File: config.mk
export PLATFORM = sky130hd
export DESIGN_NAME = cacheline_adapter
export DESIGN_NICKNAME = d
export VERILOG_FILES = /design/src/rtl/cacheline_adapter_pkg.sv /design/src/rtl/cacheline_adapter.sv
export SDC_FILE = /design/constraint.sdc
export NUM_CORES = 1
export LEC_CHECK = 0
export ABC_CLOCK_PERIOD_IN_PS = 3300
export BUFFER_PORTS_ARGS = -buffer_cell sky130_fd_sc_hd__buf_2
export CAP_MARGIN = 15
export CORE_AREA = 2 2 292 294
export CTS_CLUSTER_SIZE = 14
export DETAILED_ROUTE_END_ITERATION = 10
export DIE_AREA = 0 0 294 296
export GPL_TIMING_DRIVEN = 0
export HOLD_SLACK_MARGIN = 0.15
export SETUP_SLACK_MARGIN = 0.1
export SYNTH_ARGS = -nofsm -noshare
export SYNTH_HDL_FRONTEND = slang
export SYNTH_SLANG_ARGS = --single-unit
File: constraint.sdc
create_clock -name clk -period 3.3 [get_ports clk]
set_input_delay 0.66 -clock clk [delete_from_list [all_inputs] [get_ports clk]]
set_output_delay 0.66 -clock clk [all_outputs]
set_load 0.05 [all_outputs]
File: src/rtl/cacheline_adapter_pkg.sv
// Shared types and helpers for the cache line to burst memory adapter.
// State encodings are plain constants so older tools can consume them.
package cacheline_adapter_pkg;

    localparam int STATE_W = 3;

    typedef logic [STATE_W-1:0] adapter_state_t;

    localparam adapter_state_t ST_IDLE       = 3'd0;
    localparam adapter_state_t ST_RD_CMD     = 3'd1;
    localparam adapter_state_t ST_RD_COLLECT = 3'd2;
    localparam adapter_state_t ST_WR_BURST   = 3'd3;
    localparam adapter_state_t ST_RESP       = 3'd4;

    function automatic int beats_of(input int line_w, input int bus_w);
        return line_w / bus_w;
    endfunction

endpackage

File: src/rtl/cacheline_adapter.sv
// Converts line-wide cache read/write requests into a one-command read
// burst or a BEATS-long write burst on the narrow memory port.
module cacheline_adapter
    import cacheline_adapter_pkg::*;
#(
    parameter int BUS_WIDTH  = 64,
    parameter int LINE_WIDTH = 256,
    parameter int ADDR_WIDTH = 32
) (
    input  logic                  clk,
    input  logic                  rst,
    input  logic [ADDR_WIDTH-1:0] dfp_addr,
    input  logic                  dfp_read,
    input  logic                  dfp_write,
    input  logic [LINE_WIDTH-1:0] dfp_wdata,
    output logic [LINE_WIDTH-1:0] dfp_rdata,
    output logic                  dfp_resp,
    output logic [ADDR_WIDTH-1:0] bmem_addr,
    output logic                  bmem_read,
    output logic                  bmem_write,
    output logic [BUS_WIDTH-1:0]  bmem_wdata,
    input  logic                  bmem_ready,
    input  logic [ADDR_WIDTH-1:0] bmem_raddr,
    input  logic [BUS_WIDTH-1:0]  bmem_rdata,
    input  logic                  bmem_rvalid
);

    localparam int BEATS       = beats_of(LINE_WIDTH, BUS_WIDTH);
    localparam int OFFSET_BITS = $clog2(LINE_WIDTH / 8);
    localparam int CNT_W       = $clog2(BEATS);
    localparam logic [CNT_W-1:0] LAST_BEAT = CNT_W'(BEATS - 1);

    adapter_state_t          r_state;
    adapter_state_t          w_state_next;
    logic [ADDR_WIDTH-1:0]   r_addr;
    logic [LINE_WIDTH-1:0]   r_line;
    logic [LINE_WIDTH-1:0]   r_rdata;
    logic [CNT_W-1:0]        r_cnt;

    logic [ADDR_WIDTH-1:0]   w_addr_aligned;
    logic [LINE_WIDTH-1:0]   w_line_asm;
    logic                    w_beat_hit;
    logic                    w_wr_accept;
    logic                    w_last;

    assign w_addr_aligned = {dfp_addr[ADDR_WIDTH-1:OFFSET_BITS],
                             {OFFSET_BITS{1'b0}}};

    // Only beats tagged with our burst address belong to this line
    assign w_beat_hit  = (r_state == ST_RD_COLLECT) && bmem_rvalid
                         && (bmem_raddr == r_addr);
    assign w_wr_accept = (r_state == ST_WR_BURST) && bmem_ready;
    assign w_last      = (r_cnt == LAST_BEAT);

    always_comb begin
        w_line_asm = r_line;
        w_line_asm[r_cnt*BUS_WIDTH +: BUS_WIDTH] = bmem_rdata;
    end

    always_comb begin
        w_state_next = r_state;
        unique case (r_state)
            ST_IDLE: begin
                if (dfp_read)
                    w_state_next = ST_RD_CMD;
                else if (dfp_write)
                    w_state_next = ST_WR_BURST;
            end
            ST_RD_CMD: begin
                if (bmem_ready)
                    w_state_next = ST_RD_COLLECT;
            end
            ST_RD_COLLECT: begin
                if (w_beat_hit && w_last)
                    w_state_next = ST_RESP;
            end
            ST_WR_BURST: begin
                if (w_wr_accept && w_last)
                    w_state_next = ST_RESP;
            end
            ST_RESP: w_state_next = ST_IDLE;
            default: w_state_next = ST_IDLE;
        endcase
    end

    always_ff @(posedge clk) begin
        if (rst) begin
            r_state <= ST_IDLE;
            r_addr  <= '0;
            r_line  <= '0;
            r_rdata <= '0;
            r_cnt   <= '0;
        end else begin
            r_state <= w_state_next;
            unique case (r_state)
                ST_IDLE: begin
                    r_cnt <= '0;
                    if (dfp_read || dfp_write)
                        r_addr <= w_addr_aligned;
                    if (dfp_write && !dfp_read)
                        r_line <= dfp_wdata;
                end
                ST_RD_CMD: r_cnt <= '0;
                ST_RD_COLLECT: begin
                    if (w_beat_hit) begin
                        r_line <= w_line_asm;
                        r_cnt  <= r_cnt + 1'b1;
                        if (w_last)
                            r_rdata <= w_line_asm;
                    end
                end
                ST_WR_BURST: begin
                    if (w_wr_accept)
                        r_cnt <= r_cnt + 1'b1;
                end
                default: r_cnt <= '0;
            endcase
        end
    end

    assign bmem_read  = (r_state == ST_RD_CMD);
    assign bmem_write = (r_state == ST_WR_BURST);
    assign bmem_addr  = r_addr;
    assign bmem_wdata = bmem_write ? r_line[r_cnt*BUS_WIDTH +: BUS_WIDTH]
                                   : '0;
    assign dfp_resp   = (r_state == ST_RESP);
    assign dfp_rdata  = r_rdata;

endmodule
==> summary.log, run 1 <==
INFO  clock_network  clk-insertion-delay-late=620ps
INFO  power          combPwrFrac=24.3%
INFO  timing         hold_viol=0
INFO  synthesis      portion_of_synthesized_cell_area_occupied_by_the_leading_cell_type=39.7%
INFO  setup_path     critical_path_peak_fanout=6
INFO  floorplanning  chipWidth=294um
INFO  finish         drive_above_1_share=29.4%
INFO  synthesis      syn_avg_cell_area=8.37um2
INFO  floorplanning  die-height=296um
INFO  drt            drt-initial-drc-count=3631
INFO  drt            via_per_inst=5.89
INFO  drt            drc_errors=0
INFO  synthesis      synth_area_leaders=dfxtp_1 (40%), a21oi_1 (9.9%), o221ai_1 (8.2%)
INFO  setup_path     slowest_cell_on_the_critical_path=mux4_2
INFO  synthesis      netlist_instances=3279
INFO  run            drv_cap=0
INFO  grt            grt_use_total=33.0%
INFO  floorplanning  coreArea=84200um2
INFO  timing         timing.slew.headroom=26.8%
INFO  grt            global_route.overflow_total=0
INFO  drt            mean_routed_wirelength_per_cell=28.6um
INFO  grt            first_global_vias=28.8k
INFO  synthesis      netlist.top_cell.by_area=dfxtp_1
INFO  timing         report.final.slew_viol_count=0
INFO  setup_path     critPathArrivalTime=2500ps
INFO  synthesis      synth_warnings=0
INFO  power          total_power=20.0mW
INFO  timing         number_of_endpoints_failing_setup_at_the_final_stage=0
INFO  timing         fmax=316MHz
INFO  setup_path     cp.required=2640ps
INFO  floorplanning  start_util=32.6%
INFO  floorplanning  fp.dieArea=87000um2
INFO  finish         area_delta_synth_final=29.4%
INFO  drt            drt_wirelength=150mm
INFO  drt            route.vias.total=31.0k
INFO  drt            drtAntennaViolNets=0
INFO  setup_path     crit_type=reg2out
INFO  power          net-switching-power=6.97mW
INFO  synthesis      synthesis.area=27400um2
INFO  power          p_leak=13.7nW
INFO  status         run_status=complete, no violations
INFO  clock_network  cts_hold_buffers=0
INFO  synthesis      postSynthRegisterBits=544
INFO  power          sw_frac_of_total=34.8%
INFO  setup_path     worst_path_cell_chain=clkbuf_8 > buf_12 > buf_12 > mux4_2 > and3_1 > buf_4
INFO  power          pwr_density_cell=564nW/um2
INFO  clock_network  cts_inserted_buffers=66
INFO  power          power.share.sequential=36.9%
INFO  power          peakVddDrop=0.354mV
INFO  clock_network  root_buffer_master=clkbuf_16
INFO  floorplanning  placement_rows=107
INFO  setup_path     crit_path_frequent_cell=buf_12
INFO  place          dp_hpwl=118mm
INFO  synthesis      synth-seq-area-share=39.7%
INFO  place          placed_cells_incl_taps=5124
INFO  synthesis      synth.distinct_cells=41
INFO  grt            grt_pass1_wl=208mm
INFO  place          gp_congestion=0.947
INFO  finish         finish.net_count=4503
INFO  grt            antenna_found_initial=20
INFO  place          port_buffers=734
INFO  floorplanning  boundaryPins=745
INFO  power          clock_power_share=38.8%
INFO  finish         final-instance-count-excl-fill=5260
INFO  timing         final_min_period_over_clock_period=95.8%
INFO  timing         worst_pin_slew=1100ps
INFO  setup_path     critical_path.startpoint_type=register
INFO  clock_network  clkSlewWorstSetupHoldPaths=70ps
INFO  timing         rsz0062_at_grt=true
INFO  timing         finalWorstPathRequiredPeriod=3160ps
INFO  hold_path      min-delay-path-class=in2reg
INFO  power          total_internal_power=13.0mW
INFO  clock_network  clockBufferDepth=3
INFO  timing         clock-skew-final=25.3ps
INFO  clock_network  tritoncts_num_sinks=544
INFO  clock_network  tritoncts=yes
INFO  drt            firstDrtPassIters=7
INFO  grt            largest_net_degree_at_the_start_of_global_routing=14
INFO  setup_path     crit_path_end_kind=output pin
INFO  setup_path     maximum_single_stage_delay_on_the_critical_path=570ps
INFO  clock_network  clock_tree.htree_level_count=3
==> registers in the layout, indices dropped and copies added (netlist names) <==
name and flops:
bmem_addr 27, dfp_rdata 256, r_cnt 2, r_line 256
r_state 3
==> cell usage in the layout (no fill, tap or decap), types with 12 or more instances in the layout <==
cell type  count
nor2_1       262
clkbuf_16     68
nor2b_1      257
and3_1        62
o221ai_1     257
nand3_1      257
dfxtp_1      541
clkbuf_8      17
diode_2       15
a211oi_2      93
buf_8         15
a211oi_1     163
clkbuf_1     190
a21oi_1      539
clkinv_2      15
buf_1         21
mux4_2        64
clkbuf_4      34
xor2_1        21
buf_2        778
nand2_1      317
buf_4         53
buf_6         12
clkbuf_2      31
==> layer usage <==
metal | track usage [%] | up-vias | part of all wire (%)
met5 | 0 | - | 0.061
li1 | - | 13700 | -
met4 | 13.5 | 12 | 4.4
met2 | 52.1 | 1915 | 45
met3 | 6.78 | 332 | 9.7
met1 | 44.0 | 15100 | 41
==> critical path, delay by kind of cell (launching register included) <==
family	cells	cell delay, ps
buf+inv	4	680
mux	1	570
simple gates	1	260
flops	1	360
==> logic make-up after synthesis <==
| logic type | Yosys count | share of synthesized area (%) |
|---|---|---|
| other | 1 | 0.0137 |
| DFF | 544 | 39.7 |
| xor gates and xnor gates | 25 | 0.798 |
| adders and majority gates | 6 | 0.274 |
| buffers and inverters | 393 | 6.35 |
| AOI/OAI and AO/OA | 1061 | 27.0 |
| muxes | 64 | 5.25 |
| and+or+nand+nor | 1185 | 20.7 |
==> layout make-up <==
| class | count | area [um2] |
|---|---|---|
| Fill cell | 8731 | 48700 |
| Multi-Input combinational cell | 2346 | 14900 |
| Sequential cell | 544 | 10900 |
| Timing Repair Buffer | 758 | 4100 |
| Buffer | 382 | 1940 |
| Clock buffer | 86 | 1900 |
| Tap cell | 1090 | 1360 |
| Clock inverter | 30 | 354 |
| Antenna cell | 15 | 37.5 |
| Inverter | 9 | 33.8 |
==> path summary, 6_finish.rpt <==
kind	start	to	slack, ps	cells past startpoint
min reg2reg	r_line[167]	r_line[167]	470	2
max reg2reg	r_cnt[1]	r_line[176]	170	14
max	r_cnt[0]	bmem_wdata[1]	140	6
min	dfp_addr[12]	bmem_addr[12]	290	3
==> cells in the mapped netlist, drive strengths merged <==
| cell type | number |
|---|---|
| a211o | 1 |
| o221ai | 257 |
| clkbuf | 241 |
| o21a | 1 |
| buf | 143 |
| and2 | 2 |
| a21o | 1 |
| o21ai | 1 |
| nor3b | 3 |
| o31a | 1 |
| nor2 | 262 |
| a2111oi | 1 |
| nand2b | 1 |
| xor2 | 21 |
| nor2b | 258 |
| nor3 | 4 |
| xnor2 | 4 |
| and4 | 1 |
| dfxtp | 544 |
| nor4b | 2 |
| or3 | 1 |
| a21oi | 542 |
| a211oi | 256 |
| nand4b | 1 |
| inv | 9 |
| nand3 | 257 |
| nand2 | 317 |
| and3 | 64 |
| or4 | 1 |
| mux4 | 64 |
| ha | 6 |
| nand4 | 3 |
| or3b | 1 |
| nor4 | 7 |
| conb | 1 |
==> power groups by stage <==
| stage | combinational (mW) | clock [mW] | sequential (mW) |
|---|---|---|---|
| final | 4.87 | 7.76 | 7.38 |
| after CTS | 4.72 | 7.77 | 7.35 |
| after floorplan | 2.62 | 0 | 7.55 |
| after detailed placement | 4.67 | 0 | 7.49 |
| after global routing | 5.16 | 8.04 | 7.41 |
| after global placement | 4.57 | 0 | 7.49 |
==> what timing repair did <==
action,in CTS,in global routing
setup endpoints to repair,581,182
setup buffers,5,2
pin swaps,0,2
resized for setup,125,56
==> metrics by stage <==
step	util, %	setup TNS, ps	setup slack (ps)	instance area, um2	hold WS (ps)
floorplan	-	0	364	27500	449
global placement	38.6	-1127850	-3760	32500	461
detailed placement	38.9	-654650	-1880	32800	468
CTS	41.9	0	60.2	35300	259
global route	42.1	0	66.8	35500	286
finish	42.2	0	138	35500	291
No activity file was read; power rests on OpenSTA's default activity.
==> run 2: changes to the inputs <==
--- a/config.mk
+++ b/config.mk
@@ -8,11 +8,10 @@
 export ABC_CLOCK_PERIOD_IN_PS = 3300
 export BUFFER_PORTS_ARGS = -buffer_cell sky130_fd_sc_hd__buf_2
 export CAP_MARGIN = 15
-export CORE_AREA = 2 2 292 294
+export CORE_AREA = 3 3 293 295
 export CTS_CLUSTER_SIZE = 14
 export DETAILED_ROUTE_END_ITERATION = 10
-export DIE_AREA = 0 0 294 296
-export GPL_TIMING_DRIVEN = 0
+export DIE_AREA = 0 0 296 298
 export HOLD_SLACK_MARGIN = 0.15
 export SETUP_SLACK_MARGIN = 0.1
 export SYNTH_ARGS = -nofsm -noshare
==> run 2 against run 1 <==
  * Register-to-register slack improved by 150 ps
  * Highest routed layer unchanged
  * Wire length fell by 21%
  * Power fell by 4.8%
  * Largest cell class unchanged
  * Combinational power fell by 13%
  * Critical endpoint is now bmem_wdata[21]
  * First-iteration DRC count fell by 25%
  * Setup slack improved by 41 ps
  * Clock-buffer cell count rose by 10
  * Non-clock buffer count fell by 250
==> summary.log, run 2 (synthesis gave the netlist of run 1 again) <==
INFO  grt            grt_use_met2=41.4%
INFO  drt            via_per_inst=5.71
INFO  hold_path      min-delay-path-class=in2reg
INFO  clock_network  clkSlewWorstSetupHoldPaths=60ps
INFO  grt            global_route.overflow_total=0
INFO  floorplanning  fp.dieArea=88200um2
INFO  timing         rsz0062_at_grt=false
INFO  finish         area_delta_synth_final=27.1%
INFO  hold_path      worst_hold_path.endpoint=bmem_addr[5]
INFO  timing         hold_viol=0
INFO  setup_path     r2r.worst_path.cells=8
INFO  setup_path     critical_path.top_delay_family=buffers and inverters
INFO  timing         worst_pin_slew=1190ps
INFO  drt            mean_routed_wirelength_per_cell=23.8um
INFO  setup_path     crit_path_end_kind=output pin
INFO  finish         n_fill_cell=8479
INFO  clock_network  cts_hold_buffers=0
INFO  grt            antenna_found_initial=30
INFO  setup_path     critical_path.startpoint_type=register
INFO  setup_path     worst_path_cell_chain=buf_4 > mux4_2 > and3_1 > buf_2
INFO  finish         finish.net_count=4253
INFO  timing         number_of_endpoints_failing_setup_at_the_final_stage=0
INFO  setup_path     crit_type=reg2out
INFO  timing         timing.slew.headroom=20.8%
INFO  setup_path     regToRegStartpoint=r_state[1]
INFO  drt            drt-initial-drc-count=2739
INFO  status         run_status=complete, no violations
INFO  power          net-switching-power=6.22mW
INFO  clock_network  clk-insertion-delay-late=600ps
INFO  grt            grt_pass1_wl=175mm
INFO  power          power.share.sequential=38.6%
INFO  setup_path     slowest_cell_on_the_critical_path=dfxtp_4
INFO  power          p_leak=13.4nW
INFO  floorplanning  die-height=298um
INFO  power          peakVddDrop=0.414mV
INFO  clock_network  cts_inserted_buffers=66
INFO  finish         most_common_library_cell_in_the_layout_ignoring_fill_and_taps=buf_2
INFO  drt            drtAntennaViolNets=0
INFO  place          gp_congestion=0.893
INFO  clock_network  tritoncts=yes
INFO  finish         multi_input_area=14900um2
INFO  clock_network  tritoncts_num_sinks=544
INFO  power          clock_power_share=39.1%
INFO  power          sw_frac_of_total=32.7%
INFO  grt            grt_use_total=25.7%
INFO  place          dp_hpwl=80.2mm
INFO  power          pwr_density_cell=546nW/um2
INFO  finish         seq_area=10900um2
INFO  grt            grt_use_met3=5.59%
INFO  floorplanning  start_util=32.9%
INFO  place          port_buffers=734
INFO  power          total_internal_power=12.8mW
INFO  setup_path     rr_endpoint=dfp_rdata[172]
INFO  hold_path      hold_path_depth=3
INFO  power          combPwrFrac=22.3%
INFO  clock_network  root_buffer_master=clkbuf_16
INFO  finish         drive_above_1_share=30.0%
INFO  hold_path      timing.hold.worst.start=dfp_addr[5]
INFO  clock_network  postCtsResizedCells=2
INFO  drt            firstDrtPassIters=6
INFO  setup_path     cp_num_buf_inv=2
INFO  timing         report.final.slew_viol_count=0
INFO  timing         fmax=320MHz
INFO  grt            groute.layer.met1.usage=33.3%
INFO  setup_path     regToRegSetupSlack=320ps
INFO  grt            first_global_vias=27.1k
INFO  drt            drc_errors=0
INFO  setup_path     maximum_single_stage_delay_on_the_critical_path=560ps
INFO  floorplanning  boundaryPins=745
INFO  grt            top_usage_layer=met2
INFO  run            drv_cap=0
INFO  setup_path     critPathArrivalTime=2460ps
INFO  drt            drt_wirelength=119mm
INFO  timing         finalWorstPathRequiredPeriod=3120ps
INFO  floorplanning  coreArea=83400um2
INFO  timing         final.hold.worst_slack=300ps
INFO  timing         final_min_period_over_clock_period=94.6%
INFO  clock_network  clockBufferDepth=3
INFO  clock_network  clock_tree.htree_level_count=3
INFO  finish         finalCoreUtilization=41.8%
INFO  floorplanning  chipWidth=296um
INFO  timing         clock-skew-final=22.0ps
INFO  setup_path     critical_path_peak_fanout=19
INFO  drt            route.vias.total=28.6k
INFO  grt            largest_net_degree_at_the_start_of_global_routing=133
INFO  clock_network  cts_setup_buffers=0
INFO  floorplanning  placement_rows=106
INFO  setup_path     cp.required=2640ps
INFO  finish         mostFrequentLayoutCells=buf_2 (733), a21oi_1 (542), dfxtp_1 (541)
run 2: changes by cell type in the layout (fill, tap and decap cells not counted), moves of 31 or more:
cell and change:
buf_12 +40, buf_2 -45, buf_4 +56, clkbuf_1 -178, clkbuf_2 -31, clkbuf_4 -34
run 2: how the worst max path moves through the flow:
| stage | from | to | slack (ps) | cells past startpoint |
|---|---|---|---|---|
| after floorplan | r_cnt[0] | bmem_wdata[25] | 360 | 5 |
| after global placement | bmem_raddr[1] | dfp_rdata[230] | -80 | 10 |
| after detailed placement | bmem_raddr[1] | dfp_rdata[220] | -110 | 10 |
| after CTS | r_cnt[0] | bmem_wdata[1] | 140 | 4 |
| after global routing | r_cnt[0] | bmem_wdata[1] | 100 | 4 |
| final | r_cnt[1] | bmem_wdata[21] | 180 | 4 |
run 2: per-stage QoR:
step / std cells / setup TNS [ps] / area, um2 / power [mW] / setup slack, ps
6_report: 5003 / 0 / 34900 / 19.1 / 180
5_1_grt: 4998 / 0 / 34900 / 19.9 / 100
4_1_cts: 4982 / 0 / 34800 / 19.1 / 137
3_5_place_dp: 4869 / -7160 / 32600 / 11.7 / -106
3_3_place_gp: 4869 / -5410 / 32600 / 11.6 / -80.5
2_1_floorplan: 3283 / 0 / 27500 / 10.2 / 364
run 2: area by class of cell:
class | count | share of cell area [%]
well taps | 1080 | 3.87
clock buffers | 96 | 5.64
multi-input cells | 2346 | 42.8
flip-flops and latches | 544 | 31.2
diodes | 21 | 0.151
clock inverters | 17 | 0.613
repair buffers | 890 | 15.6
inverters | 9 | 0.0968
run 2: per-layer routing:
layer / part of all wire, % / up-vias / routed length [um]
met5: 0.067 / - / 80
met2: 47 / 1448 / 56100
li1: - / 13200 / -
met1: 41 / 13700 / 48900
met4: 3.4 / 12 / 4000
met3: 8.3 / 249 / 9920
run 2: power groups by stage:
stage / Sequential (mW) / Combinational [mW] / Clock, mW
2_1_floorplan: 7.55 / 2.62 / 0
3_3_place_gp: 7.48 / 4.14 / 0
3_5_place_dp: 7.49 / 4.18 / 0
4_1_cts: 7.35 / 4.19 / 7.59
5_1_grt: 7.41 / 4.60 / 7.86
6_report: 7.37 / 4.24 / 7.45
run 2: worst reg2reg max path: cells and delay by family (launching register included):
| family | cells | cell delay [ps] |
|---|---|---|
| simple gates | 4 | 1250 |
| compound gates | 1 | 230 |
| buf+inv | 3 | 810 |
| flops | 1 | 590 |
